`config.mk`:
```
export PLATFORM = sky130hd
export DESIGN_NAME = imm_const_encoder
export DESIGN_NICKNAME = d
export VERILOG_FILES = /design/src/rtl/imm_const_encoder.sv
export SDC_FILE = /design/constraint.sdc
export NUM_CORES = 1
export LEC_CHECK = 0
export ABC_AREA = 1
export BUFFER_PORTS_ARGS = -buffer_cell sky130_fd_sc_hd__buf_4
export CORE_AREA = 2 2 84 86
export DETAILED_ROUTE_END_ITERATION = 7
export DIE_AREA = 0 0 86 88
export PLACE_DENSITY = 0.81
export SETUP_SLACK_MARGIN = 0.05
export SYNTH_ARGS = -nofsm -noshare
export SYNTH_HDL_FRONTEND = slang
export SYNTH_SLANG_ARGS = --single-unit
```
`constraint.sdc`:
```
create_clock -name clk -period 2.4 [get_ports clk]
set_input_delay 0.24 -clock clk [delete_from_list [all_inputs] [get_ports clk]]
set_output_delay 0.24 -clock clk [all_outputs]
set_load 0.05 [all_outputs]
```
`src/rtl/imm_const_encoder.sv`:
```
// imm_const_encoder
//   Expands a 32-bit constant load ("li rt, value") into the shortest MIPS
//   sequence whose sign/zero-extended immediates reproduce the constant:
//   addiu, ori, lui, or a lui+ori pair. Words leave on a valid/ready stream.
//
// Ports
//   clk, reset          : rising-edge clock, synchronous active-high reset
//   in_valid/in_ready   : constant handshake (accepted only while idle)
//   in_value, in_rt     : constant to load and destination register
//   out_valid/out_ready : instruction-word handshake
//   out_instr           : {opcode, rs, rt, imm16}
//   out_last            : word is the final one for this constant
//   out_kind            : 0=addiu 1=ori 2=lui 3=lui+ori (held on both words)
//   word_count          : words consumed since reset, wraps modulo 2^CNT_W
module imm_const_encoder #(
    parameter int unsigned CNT_W          = 16,
    parameter int unsigned USE_ZERO_FORMS = 1
) (
    input  logic             clk,
    input  logic             reset,
    input  logic             in_valid,
    output logic             in_ready,
    input  logic [31:0]      in_value,
    input  logic [4:0]       in_rt,
    output logic             out_valid,
    input  logic             out_ready,
    output logic [31:0]      out_instr,
    output logic             out_last,
    output logic [1:0]       out_kind,
    output logic [CNT_W-1:0] word_count
);

    typedef enum logic [1:0] {IDLE, EMIT1, EMIT2} state_e;
    typedef enum logic [1:0] {K_ADDIU, K_ORI, K_LUI, K_PAIR} kind_e;

    localparam logic [5:0] OP_ADDIU = 6'b001001;
    localparam logic [5:0] OP_ORI   = 6'b001101;
    localparam logic [5:0] OP_LUI   = 6'b001111;

    state_e            state_q;
    kind_e             kind_q;
    logic [31:0]       instr_q;
    logic [31:0]       second_q;
    logic              valid_q;
    logic              last_q;
    logic [CNT_W-1:0]  count_q;

    // Encoding of the constant currently on the input port; only captured
    // when the handshake fires, so it is equivalent to classifying the
    // latched value.
    kind_e       enc_kind;
    logic [31:0] enc_word0;
    logic [31:0] enc_word1;
    logic        sext_ok;
    logic        zero_forms;

    always_comb begin
        zero_forms = (USE_ZERO_FORMS != 0);
        sext_ok    = (in_value[31:15] == '0) || (in_value[31:15] == '1);
        enc_kind   = K_PAIR;
        enc_word0  = {OP_LUI, 5'd0, in_rt, in_value[31:16]};
        enc_word1  = {OP_ORI, in_rt, in_rt, in_value[15:0]};
        if (sext_ok) begin
            enc_kind  = K_ADDIU;
            enc_word0 = {OP_ADDIU, 5'd0, in_rt, in_value[15:0]};
        end else if (zero_forms && in_value[31:16] == '0) begin
            enc_kind  = K_ORI;
            enc_word0 = {OP_ORI, 5'd0, in_rt, in_value[15:0]};
        end else if (zero_forms && in_value[15:0] == '0) begin
            enc_kind  = K_LUI;
            enc_word0 = {OP_LUI, 5'd0, in_rt, in_value[31:16]};
        end
    end

    always_ff @(posedge clk) begin
        if (reset) begin
            state_q  <= IDLE;
            kind_q   <= K_ADDIU;
            instr_q  <= '0;
            second_q <= '0;
            valid_q  <= 1'b0;
            last_q   <= 1'b0;
            count_q  <= '0;
        end else begin
            if (valid_q && out_ready) begin
                count_q <= count_q + 1'b1;
            end
            unique case (state_q)
                IDLE: begin
                    if (in_valid) begin
                        state_q  <= EMIT1;
                        kind_q   <= enc_kind;
                        instr_q  <= enc_word0;
                        second_q <= enc_word1;
                        valid_q  <= 1'b1;
                        last_q   <= (enc_kind != K_PAIR);
                    end
                end
                EMIT1: begin
                    if (out_ready) begin
                        if (kind_q == K_PAIR) begin
                            state_q <= EMIT2;
                            instr_q <= second_q;
                            last_q  <= 1'b1;
                        end else begin
                            state_q <= IDLE;
                            valid_q <= 1'b0;
                            last_q  <= 1'b0;
                        end
                    end
                end
                EMIT2: begin
                    if (out_ready) begin
                        state_q <= IDLE;
                        valid_q <= 1'b0;
                        last_q  <= 1'b0;
                    end
                end
                default: begin
                    state_q <= IDLE;
                    valid_q <= 1'b0;
                    last_q  <= 1'b0;
                end
            endcase
        end
    end

    assign in_ready   = (state_q == IDLE);
    assign out_valid  = valid_q;
    assign out_instr  = instr_q;
    assign out_last   = last_q;
    assign out_kind   = kind_q;
    assign word_count = count_q;

endmodule

```
== Yosys cells after proc, flatten, opt, wreduce, memory -nomap -nowiden ==
Cells that the tools add are included.

* Add/sub/neg operators: 1
* Equality and inequality tests: 10
* Mux-type cells: 23
* Reductions and logical operators: 11

{| class="wikitable"
|+ Operators by type and width
! operator !! number
|-
| 32-bit 2-to-1 mux || 3
|-
| 32-bit one-hot mux with 2 select lines || 1
|-
| 16-bit zero test || 2
|-
| 29-bit 2-to-1 mux || 1
|-
| 28-bit 2-to-1 mux || 1
|-
| 17-bit equality test (second input constant) || 1
|-
| 17-bit zero test || 1
|-
| 16-bit by 1-bit adder with 16-bit output (second input constant) || 1
|-
| 2-bit 2-to-1 mux || 6
|-
| 2-bit inequality test (second input constant) || 6
|-
| 1-bit 2-to-1 mux || 8
|-
| 4-bit AND reduction || 2
|-
| 1-bit one-hot mux with 3 select lines || 2
|-
| 2-bit one-hot mux with 3 select lines || 1
|-
| 2-bit equality test (second input constant) || 2
|-
| 3-bit AND reduction || 1
|-
| 2-bit by 1-bit equality test with 1-bit output (second input constant) || 1
|-
| 2-bit zero test || 1
|-
| 2-bit AND reduction || 1
|-
| 2-bit nonzero test || 1
|-
| 1-bit logical AND || 1
|-
| 1-bit logical OR || 1
|}

* Flip-flop bits (word level): 81
* Input bits: 41
* Logic and storage cells: 52

== Logic depth before layout (Yosys ltp) ==
* Word-level depth: 7
* Gate-level depth with buffers: 11
* Depth with buffers taken out: 10

== Least setup slack after synthesis ==
OpenSTA, ideal clock, no wires.

* Kind: reg-to-reg
* From: reg state_q[1]
* To: reg instr_q[12] (netlist: out_instr[12])
* Data arrival time: 1.977 ns
* Setup slack: 0.352 ns
* Cell stages (with the launch flop): 8
* Buffers on the path: 2
* Cell sequence: dfxtp_1 -> nor2_1 -> nand2_1 -> o21ai_2 -> buf_4 -> buf_6 -> o21ai_0 -> a21oi_1

* Cells in the longest elaborated chain, start to end: 3
* Elaborated cells between the ends (all ways): 8

{| class="wikitable"
|+ Ends and longest elaborated chain
! what !! line !! text
|-
| from (decl) || 40 || <nowiki>state_e state_q;</nowiki>
|-
| from (signal assigned) || 77 || <nowiki>state_q <= IDLE;</nowiki>
|-
| from (signal assigned) || 91 || <nowiki>state_q <= EMIT1;</nowiki>
|-
| from (signal assigned) || 102 || <nowiki>state_q <= EMIT2;</nowiki>
|-
| 2-bit zero test (*) || n/a ||
|-
| via in_ready || 22 || <nowiki>output logic in_ready,</nowiki>
|-
| 2-bit inequality test (no source line) / 2-bit nonzero test (equally long branches) || n/a ||
|-
| 4-bit AND reduction (no source line) || n/a ||
|-
| to (signal assigned) || 93 || <nowiki>instr_q <= enc_word0;</nowiki>
|-
| to (signal assigned) || 103 || <nowiki>instr_q <= second_q;</nowiki>
|-
| to (decl) || 42 || <nowiki>logic [31:0] instr_q;</nowiki>
|}

The timed path passes the listed nets; every way through them passes the cells marked *.
A chain may end at the register's enable or synchronous reset.

== Final worst setup path ==
* From: reg state_q[0]
* To: reg instr_q[4] (netlist: out_instr[4])

* Cells in the longest elaborated chain, start to end: 3
* Elaborated cells between the ends (all ways): 8

{| class="wikitable"
|+ Ends and longest elaborated chain
! what !! line !! text
|-
| 2-bit by 1-bit equality test with 1-bit output / 2-bit zero test (equally long branches) || 88 || <nowiki>unique case (state_q)</nowiki>
|-
| 2-bit inequality test (no source line) / 2-bit nonzero test (equally long branches) || n/a ||
|-
| 4-bit AND reduction (no source line) || n/a ||
|}

Several ways; a longest one is shown, not always the timed one.

==> implementation parameters <==
Parameter                              Value

Status
  Result of the run ... finished, final reports clean

Worst setup path
  Startpoint of the worst-slack reg-to-reg timing path ... state_q[0]
  Critical path origin ... state_q[0]
  Required time of the worst setup path ... 2.60 ns
  Max incr delay on CP ... 0.35 ns
  Max Fanout on Critical Path ... 33
  Data arrival time at the worst-slack endpoint ... 2.11 ns
  WP buf/inv ... 2
  Worst path cell trace ... inv_1, nor2_4, nand3_2, o21ai_2, buf_4, o21ai_0, o21ai_1, a21oi_1
  Crit Path Class ... flip-flop to flip-flop
  Kind of capture point of the worst setup path ... flip-flop
  Max stage delay cell, worst path ... sky130_fd_sc_hd__buf_4
  Cell family with the largest share of critical-path delay ... compound AO/OA/AOI/OAI gates
  Critical Path Source Type ... flip-flop

Timing
  Worst-margin pin slew ... roughly 0.77 ns
  Min Clock Period, post-route ... 1.90 ns
  Remaining max-slew budget at the tightest pin ... 48.7%
  Post-route worst hold slack ... 0.171 ns
  Setup repair after global routing missed its margin ... no
  Final slew viol count ... 0
  Clock skew after layout ... 0.0148 ns
  Period utilization ... around 80%
  Number of endpoints failing setup at the final stage ... 0
  Final hold violation count ... 0
  Sum of negative setup slack ... 0 ns
  Highest clock rate ... 526 MHz

Detailed routing
  Via/cell ratio ... 5.38
  DRT iter0 DRCs ... 158
  Sum of routed wire length over all layers ... 9.36 mm
  Routed via count ... 3842
  Drt drc ... 0
  Wire length per cell ... 13.1 µm
  TritonRoute pass-1 iters ... 7
  Antenna-violating nets left ... 0

Clocking
  Buffer count from post-CTS setup fixing ... 0
  Clock tree from TritonCTS ... yes
  Maximum buffer depth of the clock tree ... 2
  Master cell of the clock root buffer ... sky130_fd_sc_hd__clkbuf_8
  CTS Buf Count ... 9
  Source-to-sink clock delay at the later pin of the worst-skew pair ... roughly 0.35 ns
  Number of cells upsized or downsized after cts ... 0
  CTS clk-pin slew, worst paths ... 0.08 ns
  Cts hold-fix bufs ... 0
  H-tree levels ... 3
  Count of clock tree sinks ... 73

Floorplan
  Core Footprint ... 0.00664 mm²
  Number of rows in the core area ... 30
  Die Wd ... 86 µm
  Initial core utilization ... 54.0%
  Die Span Y ... 88 µm
  Die Area ... 0.00757 mm²
  Boundary Pins ... 94

Synthesis
  Mean cell area of the mapped netlist ... 6.54 µm²
  Post-Syn Area ... 0.00359 mm²
  Distinct cell type count after synthesis ... 29
  Most used DFF post-synth ... sky130_fd_sc_hd__dfxtp_1
  Sequential area share after synthesis ... 40.7%
  Portion of synthesized cell area occupied by the leading cell type ... 40.7%
  Top post-synthesis cells by area ... sky130_fd_sc_hd__dfxtp_1 41%, sky130_fd_sc_hd__nand2_1 16%, sky130_fd_sc_hd__a21oi_1 8.8%, sky130_fd_sc_hd__o21ai_0 7.0%, sky130_fd_sc_hd__inv_1 5.6%
  Register bit count reported by yosys ... 73
  Async set-reset flop share out of synthesis ... 0%
  Total number of yosys warnings ... 0
  Number of flops mapped to enable cells by yosys ... 0
  Synthesized instance count ... 549
  Library cell with the largest summed area after synthesis ... sky130_fd_sc_hd__dfxtp_1

Final layout
  Layout Cell Area excl Fill ... roughly 0.0045 mm²
  Number of diodes ... 0
  Filler cell count in the final layout ... 609
  Share of post-route cells with drive strength above 1 ... 18.8%
  Utilization of the core after routing ... between 60% and 70%
  Layout area overhead ... 24.2%
  Multi-input gate area ... around 0.0018 mm²
  Net total in the final layout ... 671
  Area occupied by registers ... approximately 0.0015 mm²
  Leading cell types in the layout, fill and taps excluded ... 152 x sky130_fd_sc_hd__nand2_1, 95 x sky130_fd_sc_hd__buf_4, 73 x sky130_fd_sc_hd__dfxtp_1
  Most common cell after layout, fill and taps aside ... sky130_fd_sc_hd__nand2_1

GRT
  Most Used Layer, Global Route ... met2
  Pin count of the biggest net entering global routing ... 47
  Global-route wire length before repair ... 15.2 mm
  Global Route met1 Usage ... ~30%
  Via count of the first global-routing pass ... 3453
  Antenna violations before repair ... 0
  Global-route total usage across every layer ... 25.0%
  Grt total ovfl ... 0
  Met2 usage in global routing ... 44.3%
  Met3 Use GR ... 3.86%

Min path
  Min-Delay Startpoint ... in_rt[1]
  Hold Crit Class ... input port to flip-flop

Place
  Port-buffer cells ... 91
  Placed cell areas ... approximately 0.0043 mm²
  DP HPWL ... roughly 6.7 mm
  Final RePlAce weighted congestion ... ~0.9

Power and ir drop
  Leakage power summed over all cells ... 2.00 nW
  Worst VDD drop ... 0.000419 V
  Total power ... 2.85 mW
  Power Dens Cells ... 640 mW/mm²

Flow run
  Count of max-cap constraint violations ... 0
==> worst paths after layout <==
check	to	slack, ns	cells past startpoint
worst max-delay path	out_instr[4]	0.50	8
worst min-delay path	second_q[22]	0.17	3
worst max register to register	out_instr[4]	0.50	8
worst min register to register	second_q[12]	0.45	2
==> per-stage QoR <==
stage | std cells | setup WS (ns)
detailed placement | 698 | 0.540
global placement | 698 | 0.693
CTS | 714 | 0.524
global route | 714 | 0.288
finish | 714 | 0.499
floorplan | 550 | 0.352
==> cell type report <==
type,instances,area share [%]
multi-input cells,395,40.0
flip-flops and latches,73,32.8
repair buffers,95,16.0
inverters,55,4.63
clock buffers,10,2.86
well taps,80,2.24
clock inverters,6,1.52
==> power breakdown <==
part,switching (mW),internal [mW],leakage (nW)
clock network,0.480,0.484,0.0929
logic,0.383,0.180,1.31
registers,0.0411,1.28,0.600
==> per-layer routing <==
metal	part of all wire, %	up-vias	routed length [µm]
met5	0	-	0
li1	-	1931	-
met2	52	116	4880
met4	1.4	0	127
met3	5.0	16	465
met1	42	1779	3890
==> synthesized netlist by cell type (2+ instances only) <==
cell	count
sky130_fd_sc_hd__nand2_1	152
sky130_fd_sc_hd__dfxtp_1	73
sky130_fd_sc_hd__a21oi_1	63
sky130_fd_sc_hd__inv_1	54
sky130_fd_sc_hd__o21ai_0	50
sky130_fd_sc_hd__nor2_1	48
sky130_fd_sc_hd__nand3_1	39
sky130_fd_sc_hd__clkbuf_1	13
sky130_fd_sc_hd__o21ai_1	11
sky130_fd_sc_hd__buf_2	7
sky130_fd_sc_hd__a31oi_1	6
sky130_fd_sc_hd__buf_4	5
sky130_fd_sc_hd__nor2_2	5
sky130_fd_sc_hd__nor3_1	5
sky130_fd_sc_hd__and2_1	2
sky130_fd_sc_hd__buf_6	2
sky130_fd_sc_hd__nand3b_1	2
==> kinds of logic after synthesis <==
group / count (synthesis) / share of synthesized area, %
and+or+nand+nor: 257 / 29.6
AOI/OAI and AO/OA: 133 / 19.0
buffers and inverters: 82 / 9.76
DFF: 73 / 40.7
xor gates and xnor gates: 2 / 0.488
adders and majority gates: 1 / 0.348
other: 1 / 0.104
==> worst register-to-register path: cells and delay by family (launching register included) <==
kind | cells | cell delay (ns)
compound gates | 4 | 0.66
buf+inv | 2 | 0.43
flops | 1 | 0.33
simple gates | 2 | 0.33
==> registers in the layout (all words and copies together) (netlist names) <==
| name | cells |
|---|---|
| out_instr | 29 |
| state_q | 2 |
| out_valid | 1 |
| out_kind | 2 |
| out_last | 1 |
| word_count | 16 |
| second_q | 22 |
(Power assumes the default switching activity.)
